--- src/rtl/uart_tx_arbiter.sv ---
// Round-robin arbiter feeding four byte requesters into one UART transmitter.
// Define UART_TX_ARB_BURST_EN to let a grant keep the transmitter for up to BURST_MAX bytes.
module uart_tx_arbiter #(
    parameter logic [7:0] BURST_MAX   = 8'd16,
    parameter logic [3:0] HANDOFF_TMO = 4'd4
) (
    input  logic        clk,
    input  logic        rst_n,
    input  logic        clear,
    input  logic        enable,
    input  logic [3:0]  req_valid,
    input  logic [31:0] req_data,
    output logic [3:0]  req_ready,
    output logic        tx_cyc,
    output logic        tx_cs,
    output logic        tx_wr,
    output logic [7:0]  tx_din,
    input  logic        tx_ack,
    input  logic        tx_empty,
    output logic [1:0]  grant,
    output logic        busy,
    output logic        err
);

    typedef enum logic [1:0] {
        IDLE    = 2'd0,
        WRITE   = 2'd1,
        HANDOFF = 2'd2,
        DRAIN   = 2'd3
    } state_t;

    state_t      r_state;
    logic [1:0]  r_ptr;
    logic [1:0]  r_grant;
    logic [3:0]  r_hcnt;
    logic        r_err;
    logic        r_strb;
    logic [7:0]  r_din;

    logic        w_hit;
    logic [1:0]  w_pick;
    logic [1:0]  w_idx;
    logic        w_cont;

    // Scan downward so the requester nearest the pointer wins.
    always_comb begin
        w_hit  = 1'b0;
        w_pick = r_ptr;
        w_idx  = r_ptr;
        for (int k = 3; k >= 0; k--) begin
            w_idx = r_ptr + 2'(k);
            if (req_valid[w_idx]) begin
                w_hit  = 1'b1;
                w_pick = w_idx;
            end
        end
    end

`ifdef UART_TX_ARB_BURST_EN
    logic [7:0] r_bcnt;

    assign w_cont = req_valid[r_grant] && enable && (r_bcnt < BURST_MAX);

    always_ff @(posedge clk or negedge rst_n) begin
        if (!rst_n) begin
            r_bcnt <= 8'd0;
        end else if (clear) begin
            r_bcnt <= 8'd0;
        end else if (r_state == IDLE && enable && tx_empty && w_hit) begin
            r_bcnt <= 8'd1;
        end else if (r_state == DRAIN && tx_empty && w_cont) begin
            r_bcnt <= r_bcnt + 8'd1;
        end
    end
`else
    assign w_cont = 1'b0;
`endif

    always_ff @(posedge clk or negedge rst_n) begin
        if (!rst_n) begin
            r_state <= IDLE;
            r_ptr   <= 2'd0;
            r_grant <= 2'd0;
            r_hcnt  <= 4'd0;
            r_err   <= 1'b0;
            r_strb  <= 1'b0;
            r_din   <= 8'h00;
        end else if (clear) begin
            r_state <= IDLE;
            r_ptr   <= 2'd0;
            r_hcnt  <= 4'd0;
            r_err   <= 1'b0;
            r_strb  <= 1'b0;
        end else begin
            unique case (r_state)
                IDLE: begin
                    if (enable && tx_empty && w_hit) begin
                        r_grant <= w_pick;
                        r_din   <= req_data[{w_pick, 3'b000} +: 8];
                        r_strb  <= 1'b1;
                        r_state <= WRITE;
                    end
                end
                WRITE: begin
                    if (tx_ack) begin
                        r_strb  <= 1'b0;
                        r_hcnt  <= 4'd0;
                        r_state <= HANDOFF;
                    end
                end
                HANDOFF: begin
                    if (!tx_empty) begin
                        r_state <= DRAIN;
                    end else if (r_hcnt == HANDOFF_TMO - 4'd1) begin
                        r_err   <= 1'b1;
                        r_ptr   <= r_grant + 2'd1;
                        r_state <= IDLE;
                    end else begin
                        r_hcnt <= r_hcnt + 4'd1;
                    end
                end
                DRAIN: begin
                    if (tx_empty) begin
                        if (w_cont) begin
                            r_din   <= req_data[{r_grant, 3'b000} +: 8];
                            r_strb  <= 1'b1;
                            r_state <= WRITE;
                        end else begin
                            r_ptr   <= r_grant + 2'd1;
                            r_state <= IDLE;
                        end
                    end
                end
                default: r_state <= IDLE;
            endcase
        end
    end

    assign tx_cyc    = r_strb;
    assign tx_cs     = r_strb;
    assign tx_wr     = r_strb;
    assign tx_din    = r_din;
    assign grant     = r_grant;
    assign busy      = (r_state != IDLE);
    assign err       = r_err;
    assign req_ready = (r_strb && tx_ack && req_valid[r_grant])
                     ? (4'b0001 << r_grant) : 4'b0000;

endmodule

--- config.mk ---
export PLATFORM = sky130hd
export DESIGN_NAME = uart_tx_arbiter
export DESIGN_NICKNAME = d
export VERILOG_FILES = /design/src/rtl/uart_tx_arbiter.sv
export SDC_FILE = /design/constraint.sdc
export NUM_CORES = 1
export LEC_CHECK = 0
export CAP_MARGIN = 15
export CORE_MARGIN = 2
export CORE_UTILIZATION = 50
export DETAILED_ROUTE_END_ITERATION = 8
export DONT_BUFFER_PORTS = 1
export RECOVER_POWER = 100
export SLEW_MARGIN = 20
export SYNTH_ARGS = -nofsm -noshare
export SYNTH_HDL_FRONTEND = slang
export SYNTH_SLANG_ARGS = --single-unit
--- constraint.sdc ---
create_clock -name clk -period 2.9 [get_ports clk]
set_input_delay 0.58 -clock clk [delete_from_list [all_inputs] [get_ports clk]]
set_output_delay 0.58 -clock clk [all_outputs]
set_load 0.005 [all_outputs]
==> impl_metrics.ini, run 1 <==
[status]
status = finished clean

[yosys]
synth_ff_type = dfrtp_1
synth_top_area_cell = dfrtp_1
seq_area_frac_synth = 0.351
syn_area_um2 = 1430
syn-instance-count = 156
syn-num-nets = 203
synth_top_area_frac = 0.351
synth.avg_cell_area_um2 = 9.14
synth_edf_count = 0
yosys_warnings = 0
ys_types = 45
synth.most_common_cell = dfrtp_1
ys_seq_elements = 20
synthTopCellsByArea = dfrtp_1 (35%), mux2i_1 (7.0%), a21oi_1 (4.6%)
async_flop_share = 1.00
synth_commonest_cells = dfrtp_1 (20), nor2_1 (17), nand2_1 (15)

[cells_and_area]
multi_input_area_um2 = 813
nets = 201
syn_to_final_growth_pct = 1.23
drive_above_1_share = 0.0980
register_area_um2 = 500
utilization = 0.528
num_antenna_cells = 0
n_fill_cell = 253

[floorplan]
die_h_um = 57.4
core_area_um2 = 2730
io_pins = 61
die_width_um = 57.4
start_util = 0.522
std_cell_rows = 19
die_area_um2 = 3300

[setup_path]
critPathMaxStageDelay_ps = 650
r2r_slack_ps = 450
critPathMaxFanout = 12
rr_worst_depth = 5
arrival_ps = 2640
endpoint_kind = register
critical_path_class = reg -> reg
crit_slowest_cell = nor4b_4
reg2reg_from = r_state[1]
r2r_end = tx_din[6]
cp-start-kind = register
path_cells = or2_0 > nor4b_4 > nand3_2 > o32ai_1 > nor3b_1
critical_path_required_ps = 3090

[routing]
routed_wirelength_um = 3090
dr.pass1.iters = 4
viasPerCell = 6.18
drc = 0
wire_per_inst_um = 16.8
num_vias = 1138
ant_nets = 0
drt_iter0_drc = 74

[power_and_ir_drop]
ir_worst_vdd_mv = 0.283
powerDensity_nw_per_um2 = 472
total_power_mw = 0.681
power.leakage_nw = 0.647

[sta]
period_minus_slack_ps = 2450
finalSetupViolations = 0
fmax_mhz = 408
rsz0062_at_grt = no
worst_pin_slew_ps = 904
hold_viol = 0
fin_tns_setup_ps = 0
fin_crit_sh = 0.844
slew_headroom = 0.395
skew_ps = 4.38
slew_viol_final = 0

[place]
port_buffers = 0
dp_hpwl_um = 2360
gp_congestion = 0.854

[flow_run]
maxCapViolCount = 0

[global_route]
grt_pass1_wl_um = 5370
antenna_found_initial = 0
first_global_vias = 1235
grt-ovfl-total = 0
track_usage = 0.207
grt_max_degree = 21

[clocking]
clk_pin_slew_ps = 120
cts-resized-gates = 0
hold_buffers = 1
numCtsBuffers = 3
cts_root_buffer = clkbuf_4
cts_tree = yes
clock_sinks = 20
htreeDepth = 1
clk-insertion-delay-late_ps = 310
cts_setup_buffers = 0
clockBufferDepth = 2

[hold_path]
hold_path_startpoint = clear
holdPathEnd = tx_cs
holdPathStages = 1
hold_class = in -> reg
[layout make-up]
class                   count  area share
flip-flops and latches     20       0.347
well taps                  31      0.0269
multi-input cells         116       0.563
inverters                  12      0.0312
clock buffers               4      0.0251
repair buffers              1     0.00693
[worst max-delay path by stage]
stage	from	to	slack, ps	cells past startpoint
2_1_floorplan	req_valid[0]	tx_din[6]	1070	5
3_3_place_gp	r_state[0]	tx_din[6]	680	5
3_5_place_dp	r_state[0]	tx_din[6]	500	5
4_1_cts	r_state[0]	tx_din[6]	470	5
5_1_grt	r_state[1]	tx_din[6]	280	5
6_report	r_state[1]	tx_din[6]	450	5
[power breakdown]
part           total [mW]  switching [mW]  internal, mW
clock network       0.170          0.0938        0.0766
logic               0.143          0.0786        0.0649
registers           0.367          0.0470         0.320
[registers in the layout (all words and copies together), names as in the netlist]
signal   cells
grant        2
tx_din       8
tx_cs        1
r_ptr        2
r_state      2
err          1
r_hcnt       4
[cell usage in the layout (no fill, tap or decap), types with 2 or more instances in the layout]
cell type  netlist  final
a21oi_1         13     13
clkbuf_4         0      3
o21ai_0          5      5
nor3b_1          2      2
ha_1             5      5
inv_1           12     12
nand2_1         15     15
nor2_1          17     17
nand3_1          2      2
nor3_1           3      3
a211oi_1         2      2
dfrtp_1         20     20
mux2i_1         10     10
a221oi_1         5      8
nor2b_1          6      6
[cells by family (layout without fill, tap and decap cells)]
logic type / after synthesis / after routing / synth area share
xor gates and xnor gates: 1 / 1 / 0.00614
buffers and inverters: 20 / 17 / 0.0658
DFF: 20 / 20 / 0.351
muxes: 11 / 11 / 0.0781
adders and majority gates: 5 / 5 / 0.0439
and+or+nand+nor: 59 / 59 / 0.229
AOI/OAI and AO/OA: 40 / 40 / 0.226
[routing by layer]
| metal | routed length, um | share of wire | track usage | vias up |
|---|---|---|---|---|
| met1 | 1350 | 0.44 | 0.255 | 542 |
| met4 | 31 | 0.010 | 0.0864 | 0 |
| met5 | 0 | 0 | 0 | - |
| li1 | - | - | - | 554 |
| met2 | 1530 | 0.50 | 0.347 | 38 |
| met3 | 178 | 0.058 | 0.0476 | 4 |
[worst max-delay path, delay by kind of cell (launching register included)]
kind,cells,cell delay [ps]
AOI/OAI and AO/OA,1,390
DFF,1,500
and+or+nand+nor,4,1440
[through the flow]
stage,cell area [um2],hold slack [ps],setup WS [ps],instances
floorplan,1430,284,1070,156
global placement,1420,285,677,179
detailed placement,1420,285,497,179
CTS,1460,303,471,184
global route,1440,295,285,184
finish,1440,311,451,184
(Power assumes the default switching activity.)
==> run 2: changes to the inputs <==
==> constraint.sdc (replaced) <==
create_clock -name clk -period 2.4 [get_ports clk]
set_input_delay 0.48 -clock clk [delete_from_list [all_inputs] [get_ports clk]]
set_output_delay 0.48 -clock clk [all_outputs]
set_load 0.005 [all_outputs]
==> impl_metrics.ini, run 2 (same netlist as run 1, synthesis figures left out) <==
[status]
status = finished clean

[clocking]
clockBufferDepth = 2
clock_sinks = 20
numCtsBuffers = 3
cts_root_buffer = clkbuf_4
cts_tree = yes
cts_setup_buffers = 0
clk_pin_slew_ps = 110
clk-insertion-delay-late_ps = 290
htreeDepth = 1

[setup_path]
critPathMaxStageDelay_ps = 610
critical_path_required_ps = 2580
path_cells = or2_1 > nor4b_4 > nand3_2 > o32ai_1 > nor3b_1
critPathMaxFanout = 12
arrival_ps = 2350
critical_path_class = reg -> reg
rr_worst_depth = 5
crit_slowest_cell = nor4b_4
endpoint_kind = register
critPathLaunch = r_state[1]
cp-start-kind = register
reg2reg_from = r_state[1]

[sta]
hold_ws_ps = 239
rsz0062_at_grt = no
fin_ws_ps = 229
hold_viol = 0
skew_ps = 1.53
fmax_mhz = 461
finalSetupViolations = 0
slew_headroom = 0.389
fin_crit_sh = 0.904
fin_tns_setup_ps = 0
slew_viol_final = 0
worst_pin_slew_ps = 913
period_minus_slack_ps = 2170

[cells_and_area]
stdcell_count = 185
num_antenna_cells = 0
final_cell_mix = dfrtp_1 (20), nor2_1 (17), nand2_1 (15), a21oi_1 (13), inv_1 (12)
largest_register_ffs = 8
syn_to_final_growth_pct = 1.75
n_fill_cell = 269
final_area_um2 = 1450
utilization = 0.531
nets = 203
drive_above_1_share = 0.110
layout_commonest_cell = dfrtp_1

[power_and_ir_drop]
ir_worst_vdd_mv = 0.347
clkPwrFrac = 0.196
switchingPower_mw = 0.249
p_comb_frac = 0.237
power_switching_share = 0.321
total_power_mw = 0.778
power_frac_seq = 0.567
p_int_mw = 0.529
powerDensity_nw_per_um2 = 536
power.leakage_nw = 0.655

[global_route]
grt_max_degree = 21
grt-ovfl-total = 0
antenna_found_initial = 0
grt_pass1_wl_um = 5120
first_global_vias = 1126
track_usage = 0.196

[hold_path]
hold_path_startpoint = clear
holdPathStages = 1
hold_class = in -> reg

[floorplan]
std_cell_rows = 19
die_h_um = 57.4
die_width_um = 57.4
core_area_um2 = 2730
die_area_um2 = 3300
io_pins = 61
start_util = 0.522

[place]
dpl_worst_slack_ps = 212
gp_congestion = 0.806
placed_cell_area_um2 = 1430
dp_hpwl_um = 2370
port_buffers = 0
placed_cells = 181

[routing]
ant_nets = 0
wire_per_inst_um = 16.4
drt_iter0_drc = 88
dr.pass1.iters = 4
routed_wirelength_um = 3040
drc = 0
viasPerCell = 6.13
num_vias = 1134

[flow_run]
maxCapViolCount = 0
==> run 2: changes by cell type in the layout (fill, tap and decap cells not counted) <==
cell | previous run | this run
buf_4 | 0 | 2
a221oi_1 | 8 | 7
a221oi_2 | 1 | 2
and2_0 | 0 | 1
and2_1 | 1 | 0
clkbuf_8 | 1 | 0
or2_0 | 1 | 0
or2_1 | 0 | 1
==> run 2: layer usage <==
layer / routed length (um) / vias to the layer above / track usage
met1: 1370 / 541 / 0.262
li1: - / 557 / -
met5: 0 / - / 0
met2: 1470 / 34 / 0.328
met3: 172 / 2 / 0.0295
met4: 17 / 0 / 0.0598
==> run 2: power groups by stage <==
stage | Combinational [mW] | Clock (mW) | Sequential [mW]
2_1_floorplan | 0.165 | 0 | 0.433
3_3_place_gp | 0.178 | 0 | 0.447
3_5_place_dp | 0.183 | 0 | 0.449
4_1_cts | 0.192 | 0.165 | 0.443
5_1_grt | 0.214 | 0.180 | 0.448
6_report | 0.184 | 0.153 | 0.441
==> run 2: final timing paths <==
kind / to / slack [ps]
max in group asynchronous: tx_din[1] / 1090
worst min register to register: r_hcnt[1] / 530
worst min-delay path: tx_cs / 240
min in group asynchronous: r_hcnt[0] / 760
worst max-delay path: tx_din[6] / 230
worst max register to register: tx_din[6] / 230
==> run 2: layout make-up <==
type	instances	area [um2]	area share
Tap cell	31	38.8	0.0267
Timing Repair Buffer	3	25.0	0.0172
Inverter	12	45.0	0.0310
Multi-Input combinational cell	116	820	0.565
Sequential cell	20	500	0.345
Clock buffer	3	22.5	0.0155
==> run 2: worst max-delay path: cells and delay by family (launching register included) <==
| kind | cells | cell delay (ps) |
|---|---|---|
| AND/OR/NAND/NOR | 4 | 1310 |
| flip-flops | 1 | 390 |
| AO/OA/AOI/OAI | 1 | 350 |
==> run 2: timing repair <==
| action | 4_1_cts | 5_1_grt |
|---|---|---|
| gates resized for setup | 0 | 0 |
| hold endpoints to repair | 20 | 0 |
| hold buffers | 1 | 0 |
==> run 3: changes to the inputs <==
--- a/config.mk
+++ b/config.mk
@@ -6,10 +6,12 @@
 export NUM_CORES = 1
 export LEC_CHECK = 0
 export CAP_MARGIN = 15
+export CORE_ASPECT_RATIO = 1.2
 export CORE_MARGIN = 2
-export CORE_UTILIZATION = 50
+export CORE_UTILIZATION = 55
 export DETAILED_ROUTE_END_ITERATION = 8
 export DONT_BUFFER_PORTS = 1
+export PLACE_DENSITY = 0.7
 export RECOVER_POWER = 100
 export SLEW_MARGIN = 20
 export SYNTH_ARGS = -nofsm -noshare
==> impl_metrics.ini, run 3 (same netlist as run 1, synthesis figures left out) <==
[power_and_ir_drop]
p_comb_frac = 0.201
power_switching_share = 0.292
power_frac_seq = 0.491
total_power_mw = 0.903
p_int_mw = 0.639
ir_worst_vdd_mv = 0.388
power.leakage_nw = 0.675
switchingPower_mw = 0.264
clkPwrFrac = 0.307
powerDensity_nw_per_um2 = 605

[setup_path]
crit_family = simple AND/OR/NAND/NOR gates
cp-start-kind = register
arrival_ps = 2260
critPathBufInv = 0
critical_path_required_ps = 2580
critical_path_class = reg -> reg
path_cells = or2_0 > nor4b_4 > nand3_2 > o32ai_1 > nor3b_1
crit_slowest_cell = dfrtp_1
critPathMaxFanout = 10
r2r_slack_ps = 320
endpoint_kind = register
critPathMaxStageDelay_ps = 480

[clocking]
cts_tree = yes
clockBufferDepth = 2
numCtsBuffers = 3
cts_root_buffer = clkbuf_4
clk-insertion-delay-late_ps = 310
clk_pin_slew_ps = 100
htreeDepth = 1
clock_sinks = 20

[cells_and_area]
n_fill_cell = 230
syn_to_final_growth_pct = 4.56
drive_above_1_share = 0.122
largest_register_ffs = 8
final_area_um2 = 1490
num_antenna_cells = 0
final_cell_mix = dfrtp_1 (20), nor2_1 (17), nand2_1 (15), a21oi_1 (13), inv_1 (12)
nets = 204
stdcell_count = 189
utilization = 0.596
layout_commonest_cell = dfrtp_1

[sta]
fin_crit_sh = 0.865
hold_viol = 0
hold_ws_ps = 231
skew_ps = 18.9
slew_headroom = 0.400
slew_viol_final = 0
rsz0062_at_grt = no
worst_pin_slew_ps = 897
fmax_mhz = 482
fin_ws_ps = 325
period_minus_slack_ps = 2080
finalSetupViolations = 0
fin_tns_setup_ps = 0

[floorplan]
die_width_um = 50.5
die_h_um = 59.8
start_util = 0.570
die_area_um2 = 3020
io_pins = 61
std_cell_rows = 20
core_area_um2 = 2500

[global_route]
antenna_found_initial = 0
grt_pass1_wl_um = 4860
track_usage = 0.211
grt_max_degree = 21
first_global_vias = 1113
grt-ovfl-total = 0

[routing]
dr.pass1.iters = 4
num_vias = 1152
ant_nets = 0
drc = 0
wire_per_inst_um = 15.8
drt_iter0_drc = 18
viasPerCell = 6.10
routed_wirelength_um = 2990

[place]
dpl_worst_slack_ps = 151
port_buffers = 0
placed_cell_area_um2 = 1430
gp_congestion = 0.742
dp_hpwl_um = 2340
placed_cells = 182

[status]
status = finished clean

[hold_path]
hold_class = in -> reg

[flow_run]
maxCapViolCount = 0
==> run 3: cell type report <==
| type | count | area, um2 | area share |
|---|---|---|---|
| Inverter | 12 | 45.0 | 0.0302 |
| Clock buffer | 3 | 22.5 | 0.0151 |
| Sequential cell | 20 | 500 | 0.336 |
| Clock inverter | 1 | 30.0 | 0.0201 |
| Timing Repair Buffer | 4 | 32.5 | 0.0218 |
| Multi-Input combinational cell | 116 | 820 | 0.549 |
| Tap cell | 33 | 41.3 | 0.0277 |
==> run 3: power groups by stage <==
| stage | logic [mW] | registers (mW) | clock network, mW |
|---|---|---|---|
| after CTS | 0.186 | 0.444 | 0.286 |
| after global placement | 0.171 | 0.450 | 0 |
| after global routing | 0.208 | 0.451 | 0.296 |
| final | 0.182 | 0.444 | 0.278 |
| after floorplan | 0.165 | 0.433 | 0 |
| after detailed placement | 0.177 | 0.451 | 0 |
==> run 3: worst paths after layout <==
path / depth (start not counted) / endpoint / startpoint
setup / recovery: 5 / tx_din[6] / r_state[1]
hold / removal: 1 / tx_cs / clear
setup reg to reg: 5 / tx_din[6] / r_state[1]
hold reg to reg: 2 / r_hcnt[1] / r_hcnt[1]
max in group asynchronous: 1 / grant[1] / rst_n
min in group asynchronous: 1 / r_hcnt[0] / rst_n
==> run 3: timing repair <==
action / 4_1_cts / 5_1_grt
hold buffers: 1 / 0
hold endpoints to repair: 20 / 0
buffers inserted: 0 / 2
endpoints found under the setup margin: 0 / 1
gates resized for setup: 0 / 0
==> run 3: per-layer routing <==
metal,GRT usage,routed length [um],up-vias
met5,0,0,-
met4,0.0849,17,0
met3,0.0550,230,2
met2,0.383,1550,39
met1,0.234,1190,554
li1,-,-,557
